$ cat config.mk
export PLATFORM = sky130hd
export DESIGN_NAME = clock_logic_delay_line_var_flat
export DESIGN_NICKNAME = d
export VERILOG_FILES = /design/src/rtl/clock_logic_delay_line_var_if.sv /design/src/rtl/clock_logic_delay_line_var.sv /design/src/flat_wrapper.sv
export SDC_FILE = /design/constraint.sdc
export NUM_CORES = 1
export LEC_CHECK = 0
export ABC_CLOCK_PERIOD_IN_PS = 4200
export CORE_ASPECT_RATIO = 1.25
export CORE_UTILIZATION = 41
export DETAILED_ROUTE_END_ITERATION = 16
export GPL_TIMING_DRIVEN = 0
export HOLD_SLACK_MARGIN = 0.08
export PLACE_DENSITY = 0.76
export SLEW_MARGIN = 20
export SYNTH_ARGS = -nofsm -noshare
export SYNTH_HDL_FRONTEND = slang
export SYNTH_SLANG_ARGS = --single-unit
$ cat constraint.sdc
create_clock -name clock -period 4.2 [get_ports clock]
set_input_delay 0.63 -clock clock [delete_from_list [all_inputs] [get_ports clock]]
set_output_delay 0.63 -clock clock [all_outputs]
set_load 0.005 [all_outputs]
$ cat src/rtl/clock_logic_delay_line_var_if.sv
// Control and data bundle for the runtime-tappable delay line.
// The master side drives the line; the slave side is the line itself.
interface clock_logic_delay_line_var_if #(
    parameter int WIDTH = 8,
    parameter int DEPTH = 16
);
    localparam int SELW = $clog2(DEPTH + 1);

    logic                   shift_en;
    logic                   flush;
    logic                   valid_in;
    logic [WIDTH-1:0]       data_in;
    logic [SELW-1:0]        tap_sel;
    logic [WIDTH-1:0]       data_out;
    logic                   valid_out;
    logic                   tap_err;
    logic [WIDTH*DEPTH-1:0] taps_out;
    logic [SELW-1:0]        valid_count;

    modport master (
        output shift_en, flush, valid_in, data_in, tap_sel,
        input  data_out, valid_out, tap_err, taps_out, valid_count
    );

    modport slave (
        input  shift_en, flush, valid_in, data_in, tap_sel,
        output data_out, valid_out, tap_err, taps_out, valid_count
    );
endinterface

$ cat src/rtl/clock_logic_delay_line_var.sv
// Delay line of DEPTH stages carrying data plus valid, with stall, flush,
// a runtime tap select and a registered occupancy count.
module clock_logic_delay_line_var #(
    parameter int WIDTH = 8,
    parameter int DEPTH = 16
) (
    input logic clock,
    input logic reset,
    clock_logic_delay_line_var_if.slave bus
);
    localparam int SELW = $clog2(DEPTH + 1);

    logic [WIDTH-1:0]       stage_data [1:DEPTH];
    logic [DEPTH:1]         stage_vld;
    logic [SELW-1:0]        valid_count;
    logic [WIDTH*DEPTH-1:0] taps;
    logic [WIDTH-1:0]       mux_data;
    logic                   mux_vld;
    logic                   mux_err;

    always_ff @(posedge clock) begin
        if (reset || bus.flush) begin
            for (int k = 1; k <= DEPTH; k++) begin
                stage_data[k] <= '0;
            end
            stage_vld   <= '0;
            valid_count <= '0;
        end else if (bus.shift_en) begin
            stage_data[1] <= bus.data_in;
            for (int k = 2; k <= DEPTH; k++) begin
                stage_data[k] <= stage_data[k-1];
            end
            stage_vld <= {stage_vld[DEPTH-1:1], bus.valid_in};
            // Word entering and word leaving cancel out in the count.
            valid_count <= valid_count
                         + SELW'(bus.valid_in)
                         - SELW'(stage_vld[DEPTH]);
        end
    end

    always_comb begin
        mux_data = '0;
        mux_vld  = 1'b0;
        mux_err  = 1'b1;
        for (int k = 1; k <= DEPTH; k++) begin
            if (bus.tap_sel == SELW'(k)) begin
                mux_data = stage_data[k];
                mux_vld  = stage_vld[k];
                mux_err  = 1'b0;
            end
        end
    end

    for (genvar k = 1; k <= DEPTH; k++) begin : g_taps
        assign taps[k*WIDTH-1 -: WIDTH] = stage_data[k];
    end

    assign bus.data_out    = mux_data;
    assign bus.valid_out   = mux_vld;
    assign bus.tap_err     = mux_err;
    assign bus.taps_out    = taps;
    assign bus.valid_count = valid_count;
endmodule

$ cat src/flat_wrapper.sv
// flat-port wrapper written by rule: the top's interface ports become plain ports
module clock_logic_delay_line_var_flat 
#(
    parameter int WIDTH = 8,
    parameter int DEPTH = 16
)
  (clock, reset, bus_shift_en, bus_flush, bus_valid_in, bus_data_in, bus_tap_sel, bus_data_out, bus_valid_out, bus_tap_err, bus_taps_out, bus_valid_count);
  clock_logic_delay_line_var_if #(.WIDTH(WIDTH), .DEPTH(DEPTH)) bus_i ();
  input logic clock;
  input logic reset;
  input wire logic [$bits(bus_i.shift_en)-1:0] bus_shift_en;
  input wire logic [$bits(bus_i.flush)-1:0] bus_flush;
  input wire logic [$bits(bus_i.valid_in)-1:0] bus_valid_in;
  input wire logic [$bits(bus_i.data_in)-1:0] bus_data_in;
  input wire logic [$bits(bus_i.tap_sel)-1:0] bus_tap_sel;
  output wire logic [$bits(bus_i.data_out)-1:0] bus_data_out;
  output wire logic [$bits(bus_i.valid_out)-1:0] bus_valid_out;
  output wire logic [$bits(bus_i.tap_err)-1:0] bus_tap_err;
  output wire logic [$bits(bus_i.taps_out)-1:0] bus_taps_out;
  output wire logic [$bits(bus_i.valid_count)-1:0] bus_valid_count;
  assign bus_i.shift_en = bus_shift_en;
  assign bus_i.flush = bus_flush;
  assign bus_i.valid_in = bus_valid_in;
  assign bus_i.data_in = bus_data_in;
  assign bus_i.tap_sel = bus_tap_sel;
  assign bus_data_out = bus_i.data_out;
  assign bus_valid_out = bus_i.valid_out;
  assign bus_tap_err = bus_i.tap_err;
  assign bus_taps_out = bus_i.taps_out;
  assign bus_valid_count = bus_i.valid_count;
  clock_logic_delay_line_var #(.WIDTH(WIDTH), .DEPTH(DEPTH)) u_core (.clock(clock), .reset(reset), .bus(bus_i));
endmodule
==> impl_metrics.ini <==
[status]
outcome = finished with violations
violations = design-rule violations

[yosys]
synthesis.instances = 680
synth_top_area_share_pct = 51.0
yosysWarnings = 0
avgSynthCellArea_um2 = 11.1
ys_async_sr_fraction_pct = 0
syn-num-nets = 704
ys.flop_type = edfxtp_1
synth-seq-area-share_pct = 56.6
synth_top_area_cell = edfxtp_1
synth_area_leaders = edfxtp_1 (51%), and3_1 (11%), dfxtp_1 (5.6%), a21oi_1 (3.0%), o21ai_0 (2.0%)
synth_cell_types = 67
ys_ff_latch = 149
synth_edf_count = 128
syn_area_mm2 = 0.00754

[global_routing]
busiest_layer = met2
grt.total_usage_pct = 31.1
use_met1_pct = 38.9
met2_usage_pct = 51.2
grt_max_degree = 79
grt_pass1_wl_um = 41800
grt_overflow = 0
grt_pass1_vias = 6460
grt_antenna_before_repair = 1
met3_usage_pct = 6.05

[clock_network]
insertion_delay_ps = 430
cts_buffers = 17
clockBufferDepth = 2
cts_root_buf = clkbuf_16
clock_sinks = 149
clk_pin_slew_ps = 60
cts_tree = done
htree_num_levels = 4
ctsHoldBuffers = 0

[floorplan]
dieArea_mm2 = 0.0189
die_h_um = 154
dieWidth_um = 123
design.core.area_mm2 = 0.0180
initial_core_util_pct = 41.8
rows = 55
io_pins = 161

[place]
io_buffers = 159
dp_slack_ps = -228
gp_congestion = 0.998
hpwlAfterDp_um = 21500

[sta]
setup_viol = 0
fmax_ghz = 0.239
report.final.slew_viol_count = 0
hold_ws_ps = 473
slew-limit-headroom_pct = 27.8
fin_crit_sh_pct = 99.7
hold_viol = 0
fin_crit_ps = 4190
tightest_slew_ps = 1070
finClkSkew_ps = 4.75
fin_ws_ps = 12.5

[setup_path]
path_class = input pin to output pin
required_ps = 3570
max_stage_delay_ps = 560
cp_cell_sequence = clkdlybuf4s50_1, buf_4, nor2_2, and3_1, a311oi_1, a222oi_1, o31ai_1, clkdlybuf4s50_1
crit_top_cell = clkdlybuf4s50_1
path_max_fanout = 10
cp.arrival_ps = 3560
critPathTopFamily = buffers and inverters
critPathLaunchType = input pin
worst-path-buf-inv = 3
critPathSlowestCell = a222oi_1
end_kind = output pin

[cells_and_area]
layout.cells.most_common = clkdlybuf4s50_1
final_nets = 886
layout-drive-gt1-share_pct = 9.37
antennaDiodeCount = 0
final_cell_mix = clkdlybuf4s50_1 (159), edfxtp_1 (128), and3_1 (127), a21oi_1 (44), clkbuf_1 (34)
area_growth_pct = 34.4
num-fill-cells = 1631
seqCellArea_mm2 = 0.00426
multi_input_area_mm2 = 0.00299
final_util_pct = 56.2

[detailed_routing]
drc = 2
post_drt_wl_per_cell_um = 26.4
final_antenna_net_count = 0
routed_wl_um = 29100
vias_per_cell = 6.25
num_vias = 6892
drt-initial-drc-count = 749
drt_pass1_iterations = 12

[power_and_ir_drop]
power.density_mw_per_mm2 = 365
power.leakage_nw = 4.15
peakVddDrop_v = 0.000257

[min_path]
hold_path_class = flip-flop to flip-flop

[flow_run]
maxCapViolCount = 0
[cell families (layout without fill, tap and decap cells)]
family                     Yosys count  after routing  share of synthesized area, %
and+or+nand+nor                    254            254                          19.9
AOI/OAI and AO/OA                  180            180                          16.5
DFF                                149            149                          56.6
buffers and inverters               81            276                          4.60
xor gates and xnor gates             4              4                         0.465
muxes                                6              6                         0.813
adders and majority gates            6              6                          1.10
[stage by stage]
stage          total power, mW  cells  TNS [ps]  instance area, µm²
2_1_floorplan             1.91    680         0                7540
3_3_place_gp              2.18   1067   -258540                9420
3_5_place_dp              2.18   1068      -393                9450
4_1_cts                   3.68   1100     -16.5               10000
5_1_grt                   3.78   1103     -8.57               10100
6_report                  3.70   1103         0               10100
[final timing paths]
check | from | to | slack, ps | cells past startpoint
worst max register to register | u_core.bus.valid_count[0] | u_core.bus.valid_count[4] | 1980 | 11
worst max-delay path | bus_tap_sel[1] | bus_data_out[4] | 10 | 8
worst min-delay path | u_core.bus.valid_count[4] | u_core.bus.valid_count[4] | 470 | 2
worst min register to register | u_core.bus.valid_count[4] | u_core.bus.valid_count[4] | 470 | 2
[cells in the mapped netlist (13+ instances only)]
master / n
edfxtp_1: 128
and3_1: 127
a21oi_1: 45
clkbuf_1: 36
nor2_1: 32
o21ai_0: 30
buf_2: 22
dfxtp_1: 21
nand2_1: 21
inv_1: 17
a22o_1: 14
nor2b_1: 13
[metal layers]
layer  vias up  part of all wire (%)
li1       2986                     -
met1      3418                    38
met2       420                    49
met3        68                   8.1
met4         0                   4.4
met5         -                     0
[registers in the layout (all words and copies together), names as in the netlist]
name and count:
u_core.stage_vld 16, u_core.bus.valid_count 5, u_core.stage_data 128
[power breakdown]
group | internal (mW) | switching [mW]
Clock | 0.880 | 0.643
Sequential | 1.66 | 0.0681
Combinational | 0.200 | 0.244
Total | 2.74 | 0.956
[worst register-to-register path, delay by kind of cell (launching register included)]
| family | cells | cell delay, ps |
|---|---|---|
| flip-flops | 1 | 330 |
| AND/OR/NAND/NOR | 2 | 310 |
| buffers and inverters | 3 | 170 |
| multiplexers | 1 | 200 |
| adder cells (fa/ha/maj) | 3 | 850 |
| AO/OA/AOI/OAI | 2 | 300 |
[final cells by class]
cell class / instances / area share (%)
sequential: 149 / 42.1
clock inverter: 14 / 1.47
tap: 228 / 2.82
timing repair buffer: 163 / 16.2
buffer: 63 / 2.96
clock buffer: 18 / 4.24
inverter: 18 / 0.716
multi-input combinational: 450 / 29.5
[repair_timing]
action | in CTS | in global routing
pin swaps | 0 | 1
hold endpoints to repair | 0 | 0
endpoints found under the setup margin | 4 | 6
setup buffers | 0 | 3
resized for setup | 5 | 20
Note: power is estimated with default switching activity, not from simulation.
